[src/rtl/ahb_matrix_decoder_param_if.sv]
// Input-stage AHB signals plus the per-port output-stage bundle of the matrix decoder.
// master drives the address phase and the output-stage responses; slave is the decoder.
interface ahb_matrix_decoder_param_if #(
    parameter int unsigned NUM_PORTS = 4
);
    logic                      hreadys;
    logic                      sel;
    logic [31:0]               haddr;
    logic [1:0]                htrans;
    logic [NUM_PORTS-1:0]      active_i;
    logic [NUM_PORTS-1:0]      readyout_i;
    logic [2*NUM_PORTS-1:0]    resp_i;
    logic [32*NUM_PORTS-1:0]   rdata_i;
    logic [NUM_PORTS-1:0]      sel_o;
    logic                      active_o;
    logic                      hreadyout;
    logic [1:0]                hresp;
    logic [31:0]               hrdata;

    modport master (
        output hreadys, sel, haddr, htrans, active_i, readyout_i, resp_i, rdata_i,
        input  sel_o, active_o, hreadyout, hresp, hrdata
    );

    modport slave (
        input  hreadys, sel, haddr, htrans, active_i, readyout_i, resp_i, rdata_i,
        output sel_o, active_o, hreadyout, hresp, hrdata
    );
endinterface

[src/rtl/ahb_matrix_decoder_param.sv]
// Bus-matrix input-side decoder: base/mask region table with remap alias, response mux,
// two-cycle ERROR default slave and sticky fault capture with a saturating counter.
module ahb_matrix_decoder_param #(
    parameter int unsigned               NUM_PORTS   = 4,
    parameter logic [32*NUM_PORTS-1:0]   REGION_BASE = {NUM_PORTS{32'h0}},
    parameter logic [32*NUM_PORTS-1:0]   REGION_MASK = {NUM_PORTS{32'hFFFF_FC00}},
    parameter bit                        REMAP_EN    = 1'b1,
    parameter logic [31:0]               REMAP_BASE  = 32'h0000_0000,
    parameter logic [31:0]               REMAP_MASK  = 32'hFFFE_0000,
    parameter int unsigned               REMAP_PORT  = 0
) (
    input  logic                         HCLK,
    input  logic                         HRESETn,
    input  logic                         remap,
    input  logic                         fault_clr,
    ahb_matrix_decoder_param_if.slave    bus,
    output logic                         fault_valid,
    output logic [31:0]                  fault_addr,
    output logic [7:0]                   fault_cnt
);
    typedef enum logic [1:0] {DS_IDLE, DS_ERR1, DS_ERR2} dslv_state_e;

    localparam logic [31:0] PAGE_MASK = 32'hFFFF_FC00;

    dslv_state_e            state_q, state_d;
    logic [NUM_PORTS:0]     data_port_q, data_port_d;
    logic [NUM_PORTS:0]     addr_port;
    logic                   alias_hit, found;
    logic                   dslv_entry;
    logic                   dslv_ready;
    logic [1:0]             dslv_resp;
    logic                   fault_valid_q, fault_valid_d;
    logic [31:0]            fault_addr_q, fault_addr_d;
    logic [7:0]             fault_cnt_q, fault_cnt_d;

    // Address decode; an IDLE beat keeps the port owning the data phase selected.
    always_comb begin
        addr_port = '0;
        found     = 1'b0;
        alias_hit = REMAP_EN && remap &&
                    ((bus.haddr & REMAP_MASK) == (REMAP_BASE & REMAP_MASK));
        if (alias_hit) begin
            addr_port[REMAP_PORT] = 1'b1;
        end else begin
            for (int unsigned i = 0; i < NUM_PORTS; i++) begin
                if (!found && ((bus.haddr & REGION_MASK[32*i +: 32] & PAGE_MASK) ==
                               (REGION_BASE[32*i +: 32] & REGION_MASK[32*i +: 32] & PAGE_MASK))) begin
                    addr_port[i] = 1'b1;
                    found        = 1'b1;
                end
            end
            if (!found) addr_port[NUM_PORTS] = 1'b1;
        end
        if (bus.htrans == 2'b00 && |data_port_q[NUM_PORTS-1:0]) addr_port = data_port_q;
    end

    assign bus.sel_o    = bus.sel ? addr_port[NUM_PORTS-1:0] : '0;
    assign bus.active_o = |(addr_port[NUM_PORTS-1:0] & bus.active_i) | addr_port[NUM_PORTS];
    assign dslv_entry   = bus.hreadys & bus.sel & addr_port[NUM_PORTS] & bus.htrans[1];
    assign data_port_d  = bus.hreadys ? addr_port : data_port_q;

    always_comb begin
        state_d    = state_q;
        dslv_ready = 1'b1;
        dslv_resp  = 2'b00;
        unique case (state_q)
            DS_IDLE: if (dslv_entry) state_d = DS_ERR1;
            DS_ERR1: begin
                dslv_ready = 1'b0;
                dslv_resp  = 2'b01;
                state_d    = DS_ERR2;
            end
            DS_ERR2: begin
                dslv_resp = 2'b01;
                state_d   = dslv_entry ? DS_ERR1 : DS_IDLE;
            end
            default: state_d = DS_IDLE;
        endcase
    end

    always_comb begin
        bus.hreadyout = 1'b1;
        bus.hresp     = 2'b00;
        bus.hrdata    = '0;
        for (int unsigned i = 0; i < NUM_PORTS; i++) begin
            if (data_port_q[i]) begin
                bus.hreadyout = bus.readyout_i[i];
                bus.hresp     = bus.resp_i[2*i +: 2];
                bus.hrdata    = bus.rdata_i[32*i +: 32];
            end
        end
        if (data_port_q[NUM_PORTS]) begin
            bus.hreadyout = dslv_ready;
            bus.hresp     = dslv_resp;
        end
    end

    // A fault event overrides a simultaneous clear and restarts capture from it.
    always_comb begin
        fault_valid_d = fault_valid_q;
        fault_addr_d  = fault_addr_q;
        fault_cnt_d   = fault_cnt_q;
        if (fault_clr) begin
            fault_valid_d = 1'b0;
            fault_cnt_d   = '0;
        end
        if (dslv_entry) begin
            fault_valid_d = 1'b1;
            if (!fault_valid_q || fault_clr) fault_addr_d = bus.haddr;
            if (fault_clr)                   fault_cnt_d  = 8'd1;
            else if (fault_cnt_q != 8'hFF)   fault_cnt_d  = fault_cnt_q + 8'd1;
        end
    end

    always_ff @(posedge HCLK or negedge HRESETn) begin
        if (!HRESETn) begin
            state_q       <= DS_IDLE;
            data_port_q   <= '0;
            fault_valid_q <= 1'b0;
            fault_addr_q  <= '0;
            fault_cnt_q   <= '0;
        end else begin
            state_q       <= state_d;
            data_port_q   <= data_port_d;
            fault_valid_q <= fault_valid_d;
            fault_addr_q  <= fault_addr_d;
            fault_cnt_q   <= fault_cnt_d;
        end
    end

    assign fault_valid = fault_valid_q;
    assign fault_addr  = fault_addr_q;
    assign fault_cnt   = fault_cnt_q;
endmodule
[src/flat_wrapper.sv]
// flat-port wrapper written by rule: the top's interface ports become plain ports
module ahb_matrix_decoder_param_flat 
#(
    parameter int unsigned               NUM_PORTS   = 4,
    parameter logic [32*NUM_PORTS-1:0]   REGION_BASE = {NUM_PORTS{32'h0}},
    parameter logic [32*NUM_PORTS-1:0]   REGION_MASK = {NUM_PORTS{32'hFFFF_FC00}},
    parameter bit                        REMAP_EN    = 1'b1,
    parameter logic [31:0]               REMAP_BASE  = 32'h0000_0000,
    parameter logic [31:0]               REMAP_MASK  = 32'hFFFE_0000,
    parameter int unsigned               REMAP_PORT  = 0
)
  (HCLK, HRESETn, remap, fault_clr, fault_valid, fault_addr, fault_cnt, bus_hreadys, bus_sel, bus_haddr, bus_htrans, bus_active_i, bus_readyout_i, bus_resp_i, bus_rdata_i, bus_sel_o, bus_active_o, bus_hreadyout, bus_hresp, bus_hrdata);
  ahb_matrix_decoder_param_if #(.NUM_PORTS(NUM_PORTS)) bus_i ();
  input  logic HCLK;
  input  logic HRESETn;
  input  logic remap;
  input  logic fault_clr;
  output logic fault_valid;
  output logic [31:0] fault_addr;
  output logic [7:0] fault_cnt;
  input wire logic [$bits(bus_i.hreadys)-1:0] bus_hreadys;
  input wire logic [$bits(bus_i.sel)-1:0] bus_sel;
  input wire logic [$bits(bus_i.haddr)-1:0] bus_haddr;
  input wire logic [$bits(bus_i.htrans)-1:0] bus_htrans;
  input wire logic [$bits(bus_i.active_i)-1:0] bus_active_i;
  input wire logic [$bits(bus_i.readyout_i)-1:0] bus_readyout_i;
  input wire logic [$bits(bus_i.resp_i)-1:0] bus_resp_i;
  input wire logic [$bits(bus_i.rdata_i)-1:0] bus_rdata_i;
  output wire logic [$bits(bus_i.sel_o)-1:0] bus_sel_o;
  output wire logic [$bits(bus_i.active_o)-1:0] bus_active_o;
  output wire logic [$bits(bus_i.hreadyout)-1:0] bus_hreadyout;
  output wire logic [$bits(bus_i.hresp)-1:0] bus_hresp;
  output wire logic [$bits(bus_i.hrdata)-1:0] bus_hrdata;
  assign bus_i.hreadys = bus_hreadys;
  assign bus_i.sel = bus_sel;
  assign bus_i.haddr = bus_haddr;
  assign bus_i.htrans = bus_htrans;
  assign bus_i.active_i = bus_active_i;
  assign bus_i.readyout_i = bus_readyout_i;
  assign bus_i.resp_i = bus_resp_i;
  assign bus_i.rdata_i = bus_rdata_i;
  assign bus_sel_o = bus_i.sel_o;
  assign bus_active_o = bus_i.active_o;
  assign bus_hreadyout = bus_i.hreadyout;
  assign bus_hresp = bus_i.hresp;
  assign bus_hrdata = bus_i.hrdata;
  ahb_matrix_decoder_param #(.NUM_PORTS(NUM_PORTS), .REGION_BASE(REGION_BASE), .REGION_MASK(REGION_MASK), .REMAP_EN(REMAP_EN), .REMAP_BASE(REMAP_BASE), .REMAP_MASK(REMAP_MASK), .REMAP_PORT(REMAP_PORT)) u_core (.HCLK(HCLK), .HRESETn(HRESETn), .remap(remap), .fault_clr(fault_clr), .bus(bus_i), .fault_valid(fault_valid), .fault_addr(fault_addr), .fault_cnt(fault_cnt));
endmodule
[config.mk]
export PLATFORM = sky130hd
export DESIGN_NAME = ahb_matrix_decoder_param_flat
export DESIGN_NICKNAME = d
export VERILOG_FILES = /design/src/rtl/ahb_matrix_decoder_param_if.sv /design/src/rtl/ahb_matrix_decoder_param.sv /design/src/flat_wrapper.sv
export SDC_FILE = /design/constraint.sdc
export NUM_CORES = 1
export LEC_CHECK = 0
export ABC_AREA = 0
export BUFFER_PORTS_ARGS = -buffer_cell sky130_fd_sc_hd__clkbuf_2
export CORE_AREA = 4 4 99 101
export CTS_CLUSTER_SIZE = 12
export DETAILED_ROUTE_END_ITERATION = 8
export DIE_AREA = 0 0 103 105
export PLACE_DENSITY_LB_ADDON = 0.08
export SLEW_MARGIN = 15
export SYNTH_ARGS = -nofsm -noshare
export SYNTH_HDL_FRONTEND = slang
export SYNTH_SLANG_ARGS = --single-unit
export TNS_END_PERCENT = 50
[constraint.sdc]
create_clock -name HCLK -period 2 [get_ports HCLK]
set_input_delay 0.4 -clock HCLK [delete_from_list [all_inputs] [get_ports HCLK]]
set_output_delay 0.4 -clock HCLK [all_outputs]
set_load 0.05 [all_outputs]
Word-level counts from Yosys, hierarchy flattened
Cells that the tools add are included.
- equality and inequality tests: 4
- $lt $le $gt $ge: 0
- multipliers: 0
- divide/modulo/power cells: 0
- mux-type cells: 41
- reductions and logical operators: 19
- shift-type cells: 0
- bitwise operators: 5
- add/sub/neg operators: 1
- operator list (cell ; number):
    $mux 32 ; 4
    $logic_not 32->1 ; 2
    $mux 8 ; 4
    $mux 1 ; 23
    $mux 2 ; 6
    $add 8x1->8 const B ; 1
    $mux 4 ; 2
    $ne 8x8->1 const B ; 1
    $reduce_or 4->1 ; 2
    $pmux 2 s3 ; 1
    $logic_and 1x1->1 ; 5
    $mux 5 ; 1
    $and 4x4->4 ; 1
    $logic_not 1->1 ; 4
    $logic_not 2->1 ; 2
    $and 1x1->1 ; 3
    $eq 2x1->1 const B ; 1
    $eq 2x2->1 const B ; 1
    $ne 2x1->1 const B ; 1
    $reduce_and 2->1 ; 1
    $reduce_bool 2->1 ; 1
    $reduce_or 2->1 ; 1
    $logic_or 1x1->1 ; 1
    $or 1x1->1 ; 1
- register bits after elaboration: 48
- input port bits: 184
- bits in latches: 0
- memories kept: 0
- output and inout bits: 81
- ROM bits: 0
- bits in writable memories: 0
- logic and storage cells: 75

Logic depth before layout (Yosys ltp)
Gate-level depths: netlist of the first run.
- word-level depth: 22
- gate-level depth with buffers: 7
- mapped depth without buffers: 6

Worst setup path after synthesis of the first run
No wires, ideal clock.
- path kind: register -> output
- start: reg u_core.data_port_q[0]
- end: out bus_hrdata[1]
- arrival time: 2344 ps
- required time: 1600 ps
- buffers on the path: 2
- cell stages (with the launch flop): 8
- setup slack: -744 ps
- cells stage by stage: dfrtp_1 > nor2b_1 > clkbuf_1 > clkbuf_1 > a22oi_1 > nor2_1 > a21oi_1 > o21ai_0
- longest elaborated chain between the ends: 4
- RTL lines (item ; RTL line ; source):
    start: declaration ; ahb_matrix_decoder_param.sv:26 ; logic [NUM_PORTS:0] data_port_q, data_port_d;
    start signal: assignment ; ahb_matrix_decoder_param.sv:124 ; data_port_q <= data_port_d;
    $mux 32 (4 in series) ; ahb_matrix_decoder_param.sv:86 ; if (data_port_q[i]) begin
    end: declaration ; flat_wrapper.sv:33 ; output wire logic [$bits(bus_i.hrdata)-1:0] bus_hrdata;
No other way between the ends.

Final worst setup path of the first run
- start: reg u_core.data_port_q[1]
- end: out bus_hrdata[24]
- longest elaborated chain between the ends: 3
- RTL lines (item ; RTL line):
    $mux 32 (3 in series) ; ahb_matrix_decoder_param.sv:86
No other way between the ends.

==> impl_metrics.tcl, run 1 <==
set metrics [dict create \
    grt-ovfl-total 0 \
    finalWeightedCongestion 0.912 \
    cp.required_ps 1600 \
    r2r-end "u_core.fault_cnt[6]$_DFF_PN0_" \
    synth.avg_cell_area_um2 8.88 \
    drcViolationCount 0 \
    synth_ff_type "dfrtp_1" \
    ctsHoldBuffers 0 \
    worstHoldPathType "in -> async" \
    layout_setup_ws_ps -229 \
    multi_input_area_um2 2240 \
    cp_max_fo 15 \
    hpwl_mm 9.98 \
    seqCellArea_um2 1210 \
    post-place-ws_ps -298 \
    dr_total_vias 3880 \
    numCtsBuffers 5 \
    cts_tree "done" \
    vdd_drop_max_mv 0.297 \
    rsz0062_at_grt "true" \
    dr.pass1.iters 6 \
    worst_pin_slew_ps 528 \
    htreeDepth 2 \
    crit_path_end_kind "output port" \
    violations "negative setup slack" \
    area_delta_synth_final_pct 73.0 \
    ys_seq_area_share_pct 36.1 \
    fin_skew_ps 7.50 \
    yosysMostFrequentCell "dfrtp_1" \
    netlist_area_um2 3330 \
    cts_sinks 48 \
    final_antenna_net_count 0 \
    finalCritPeriodShare_pct 111 \
    async_flop_share_pct 100 \
    synth_top_cells_by_area "dfrtp_1 36%, mux2_4 14%, a22oi_1 7.7%" \
    setup_tns_ps -5020 \
    total_power_mw 3.37 \
    r2r_slack_ps 300 \
    antenna_found_initial 0 \
    die_h_um 105 \
    fin_crit_ps 2230 \
    synth_cell_types 43 \
    r2r_cells 4 \
    path_class "reg -> out" \
    synth-warning-count 0 \
    insertion_delay_ps 300 \
    yosysTopAreaCellShare_pct 36.1 \
    max_freq_mhz 449 \
    synth_top_area_cell "dfrtp_1" \
    r2r_start "u_core.fault_cnt[0]$_DFF_PN0_" \
    finalHoldViolCount 0 \
    std_cell_rows 35 \
    grt_use_total_pct 22.0 \
    setup_viol 37 \
    cts-root-buf "clkbuf_8" \
    io_pins 265 \
    max_stage_delay_ps 470 \
    slew_headroom_pct 64.7 \
    cp.depth 7 \
    viasPerCell 5.09 \
    coreArea_um2 9020 \
    die-area_um2 10800 \
    insertedDiodeCount 0 \
    path_buf_inv 2 \
    synthesis.nets 565 \
    die_w_um 103 \
    status "complete, but fails checks" \
    wl_per_cell_um 16.6 \
    drt_iter0_drc 253 \
    synth_common_cells "48 x dfrtp_1, 41 x a21oi_1, 40 x nor2_1, 38 x nand2_1, 38 x o21ai_0" \
    powerDensity_nw_per_um2 585 \
    layout.cells.non_filler 762 \
    grt_pass1_vias 3905 \
    syn_inst 375 \
    route.final.wire_length_mm 12.7 \
    cp_top_family "flip-flops" \
    cts.reportedPaths.clkPinSlew_ps 90 \
    maxSlewViolCount 0 \
    crit_arrival_ps 1830 \
    nets 840 \
    drive_gt1_share_pct 60.8 \
    grt_max_degree 38 \
    fill_cells 796 \
    critPathLaunchType "flip-flop" \
    ys_ff_latch 48 \
    dp.cells 753 \
    start_util_pct 36.9 \
    grt_first_pass_wirelength_mm 18.9 \
    cap_violations 0 \
    slowest_stage "dfrtp_2" \
    cts_max_path_buffers 2 \
    leakage_nw 2.90 \
    synth_edf_count 0 \
    portBuffers 264 \
    cp_cell_sequence "nor2b_4 -> buf_6 -> a22oi_1 -> nor2_1 -> a21oi_1 -> o21ai_2 -> buf_12" \
]
## per-stage QoR
stage	cell area (um^2)	hold slack (ps)	util, %
3_5_place_dp	5300	376	58.8
4_1_cts	5730	42.5	63.5
6_report	5760	34.9	63.8
2_1_floorplan	3580	104	-
5_1_grt	5760	59.0	63.8
3_3_place_gp	5300	372	58.8
## registers in the layout, summed over array words and instances (netlist names)
| name | count |
|---|---|
| u_core.fault_valid | 1 |
| u_core.state_q | 2 |
| u_core.fault_addr | 32 |
| u_core.data_port_q | 5 |
| u_core.fault_cnt | 8 |
## per-layer routing
metal	global-route usage, %	wire [um]
met4	5.64	206
met3	6.54	1210
met1	25.8	4920
met2	38.4	6320
met5	0	0
## how the worst max path moves through the flow
stage               slack, ps        endpoint                              start
global placement         -270    bus_active_o                      bus_haddr[25]
finish                   -230  bus_hrdata[24]  u_core.data_port_q[1]$_DFFE_PN0P_
CTS                      -240  bus_hrdata[24]  u_core.data_port_q[1]$_DFFE_PN0P_
global route             -320    bus_hresp[1]  u_core.data_port_q[1]$_DFFE_PN0P_
floorplan                -180    bus_hresp[1]  u_core.data_port_q[2]$_DFFE_PN0P_
detailed placement       -300    bus_active_o                      bus_haddr[25]
## cell families after synthesis
family          count (synthesis)  synth area share (%)
simple gates                  117                  16.3
flops                          48                  36.1
compound gates                132                  24.5
mux                            33                  14.5
fa+ha+maj                       6                  2.25
buf+inv                        39                  6.31
## worst register-to-register path, delay by kind of cell (launching register included)
| family | cells | cell delay [ps] |
|---|---|---|
| DFF | 1 | 430 |
| AOI/OAI and AO/OA | 1 | 170 |
| and+or+nand+nor | 2 | 790 |
| adders and majority gates | 1 | 230 |
## cells in the final DEF, fill, tap and decap left out, types with 8 or more instances in the layout
cell type  Yosys  layout
nand2_1       38      38
a22oi_1       34      34
a21oi_1       41      35
dfrtp_1       48      45
o21ai_2        0      14
clkbuf_8       0      33
buf_4          2      24
mux2_4        30      30
inv_1          8       8
clkbuf_2       0     226
buf_12         3      13
nor2_1        40      38
o21ai_4        0      17
## final cells by class
class                   instances  share of cell area, %
clock buffers                   6                   1.43
clock inverters                 2                  0.261
inverters                       8                  0.521
multi-input cells             288                   38.9
flip-flops and latches         48                   21.0
well taps                     111                   2.41
repair buffers                299                   35.5
## power breakdown
part | internal, mW | switching [mW]
logic | 0.598 | 0.930
clock network | 0.280 | 0.328
registers | 1.13 | 0.103
total | 2.01 | 1.36
## timing repair
action                     CTS  global route
setup endpoints to repair   38            66
pin swaps                    3             3
resized for setup           76             7
cloned                       0             0
setup buffers                1             0
No activity file was read; power rests on OpenSTA's default activity.
==> run 2: changes to the inputs <==
--- a/config.mk
+++ b/config.mk
@@ -11,6 +11,7 @@
 export CTS_CLUSTER_SIZE = 12
 export DETAILED_ROUTE_END_ITERATION = 8
 export DIE_AREA = 0 0 103 105
+export GPL_TIMING_DRIVEN = 0
 export PLACE_DENSITY_LB_ADDON = 0.08
 export SLEW_MARGIN = 15
 export SYNTH_ARGS = -nofsm -noshare
==> run 2 against run 1 <==
Against the previous run: the run still ends with negative setup slack left; fmax is 2.1% lower; critical endpoint is now bus_hrdata[25]; sequential share of layout area is 1.5 points lower; combinational power hardly changed; utilization is 4.7 points higher; power is 0.88% lower; critical path type unchanged; flip-flop and latch count stayed put; die area stayed put; sequential power hardly changed.
==> impl_metrics.tcl, run 2 (same netlist as run 1, synthesis figures left out) <==
set metrics [dict create \
    coreArea_um2 9020 \
    drt_iter0_drc 196 \
    final_antenna_net_count 0 \
    worst_pin_slew_ps 668 \
    setup_viol 37 \
    vdd_drop_max_mv 0.387 \
    die_w_um 103 \
    comb_power_share_pct 44.8 \
    nets 853 \
    grt_use_total_pct 24.7 \
    finalCritPeriodShare_pct 114 \
    r2r_cells 5 \
    dr.pass1.iters 4 \
    leakage_nw 3.03 \
    cts_sinks 48 \
    total_power_mw 3.34 \
    violations "negative setup slack" \
    drcViolationCount 0 \
    io_pins 265 \
    ctsHoldBuffers 0 \
    fill_cells 691 \
    wl_per_cell_um 18.4 \
    drive_gt1_share_pct 67.6 \
    fin_skew_ps 4.84 \
    slew_headroom_pct 55.5 \
    largest_reg_flops 32 \
    die_h_um 105 \
    pwr-share-clk_pct 18.4 \
    area_delta_synth_final_pct 85.6 \
    insertedDiodeCount 0 \
    status "complete, but fails checks" \
    std_cell_rows 35 \
    grt_pass1_vias 4166 \
    portBuffers 264 \
    htreeDepth 2 \
    maxSlewViolCount 0 \
    r2r_start "u_core.fault_cnt[0]$_DFF_PN0_" \
    cap_violations 0 \
    cts-root-buf "clkbuf_8" \
    path_class "reg -> out" \
    numCtsBuffers 5 \
    viasPerCell 5.31 \
    cp_max_fo 7 \
    slowest_stage "dfrtp_2" \
    layout_setup_ws_ps -277 \
    route.final.wire_length_mm 14.3 \
    powerDensity_nw_per_um2 540 \
    critPathLaunchType "flip-flop" \
    antenna_found_initial 0 \
    worstHoldPathType "in -> async" \
    r2r-end "u_core.fault_cnt[1]$_DFF_PN0_" \
    p_seq_share_pct 36.7 \
    max_freq_mhz 439 \
    rsz0062_at_grt "true" \
    crit_arrival_ps 1880 \
    switching_power_mw 1.38 \
    die-area_um2 10800 \
    cts.reportedPaths.clkPinSlew_ps 90 \
    crit_path_end_kind "output port" \
    grt_max_degree 49 \
    cts_tree "done" \
    fin_crit_ps 2280 \
    insertion_delay_ps 290 \
    r2r_slack_ps 290 \
    finalHoldViolCount 0 \
    cp.required_ps 1600 \
    finalWeightedCongestion 0.947 \
    whs_ps 154 \
    hpwl_mm 10.7 \
    p_int_mw 1.96 \
    start_util_pct 36.9 \
    netSwitchingFraction_pct 41.3 \
    final_cell_mix "225 x clkbuf_2, 46 x dfrtp_1, 38 x nand2_1" \
    dr_total_vias 4118 \
    grt-ovfl-total 0 \
    final_common_cell "clkbuf_2" \
    max_stage_delay_ps 480 \
    cp_cell_sequence "nor2b_4 -> buf_12 -> clkbuf_16 -> a22oi_2 -> nor2_1 -> a21oi_2 -> o21ai_2 -> buf_8" \
    cts_max_path_buffers 2 \
    grt_first_pass_wirelength_mm 21.2 \
]
run 2: cell types whose count changed in the layout (fill, tap and decap cells not counted), moves of 10 or more:
cell	delta
a22oi_2	+24
a21oi_1	-16
clkbuf_8	-17
buf_4	-10
a21oi_2	+16
buf_8	+35
a22oi_1	-24
run 2: stage by stage:
| step | utilization [%] | std cells | area [um^2] | TNS [ps] | worst slack (ps) |
|---|---|---|---|---|---|
| 2_1_floorplan | - | 375 | 3580 | -2750 | -178 |
| 3_3_place_gp | 55.9 | 750 | 5040 | -25450 | -534 |
| 3_5_place_dp | 56.0 | 750 | 5050 | -25220 | -555 |
| 4_1_cts | 65.1 | 765 | 5870 | -7910 | -280 |
| 5_1_grt | 68.5 | 775 | 6180 | -11840 | -353 |
| 6_report | 68.5 | 775 | 6180 | -7300 | -277 |
run 2: area by class of cell:
class	count	area [um^2]	share of cell area [%]
plain buffers	31	374	6.05
clock buffers	6	82.6	1.34
clock inverters	2	15.0	0.243
inverters	8	30.0	0.486
multi-input cells	288	2470	39.9
flip-flops and latches	48	1200	19.5
well taps	111	139	2.25
repair buffers	281	1870	30.2
run 2: how the worst max path moves through the flow:
| stage | to | cells after the start | from |
|---|---|---|---|
| 2_1_floorplan | bus_hresp[1] | 6 | u_core.data_port_q[2]$_DFFE_PN0P_ |
| 3_3_place_gp | bus_hrdata[14] | 6 | u_core.data_port_q[2]$_DFFE_PN0P_ |
| 3_5_place_dp | bus_hrdata[14] | 6 | u_core.data_port_q[2]$_DFFE_PN0P_ |
| 4_1_cts | bus_active_o | 4 | u_core.data_port_q[3]$_DFFE_PN0P_ |
| 5_1_grt | bus_active_o | 5 | u_core.data_port_q[0]$_DFFE_PN0P_ |
| 6_report | bus_hrdata[25] | 8 | u_core.data_port_q[1]$_DFFE_PN0P_ |
run 2: power groups by stage:
stage               clock network (mW)  logic, mW  registers [mW]
finish                           0.616       1.50            1.23
detailed placement                   0       1.42            1.25
global placement                     0       1.41            1.24
global route                     0.668       1.59            1.25
CTS                              0.635       1.49            1.23
floorplan                            0      0.475            1.73
run 2: worst max-delay path: cells and delay by family (launching register included):
family | cells | cell delay, ps
buffers and inverters | 3 | 480
AO/OA/AOI/OAI | 3 | 280
flip-flops | 1 | 480
AND/OR/NAND/NOR | 2 | 330
run 2: what timing repair did:
| action | 4_1_cts | 5_1_grt |
|---|---|---|
| setup buffers | 4 | 8 |
| cloned | 3 | 2 |
| endpoints found under the setup margin | 40 | 70 |
| pin swaps | 5 | 13 |
| resized for setup | 166 | 75 |
run 2: per-layer routing:
layer | part of all wire (%) | GRT usage (%) | vias up
li1 | - | - | 1939
met5 | 0 | 0 | -
met1 | 37 | 30.0 | 1942
met3 | 8.6 | 6.01 | 32
met4 | 3.1 | 8.42 | 0
met2 | 51 | 42.0 | 205
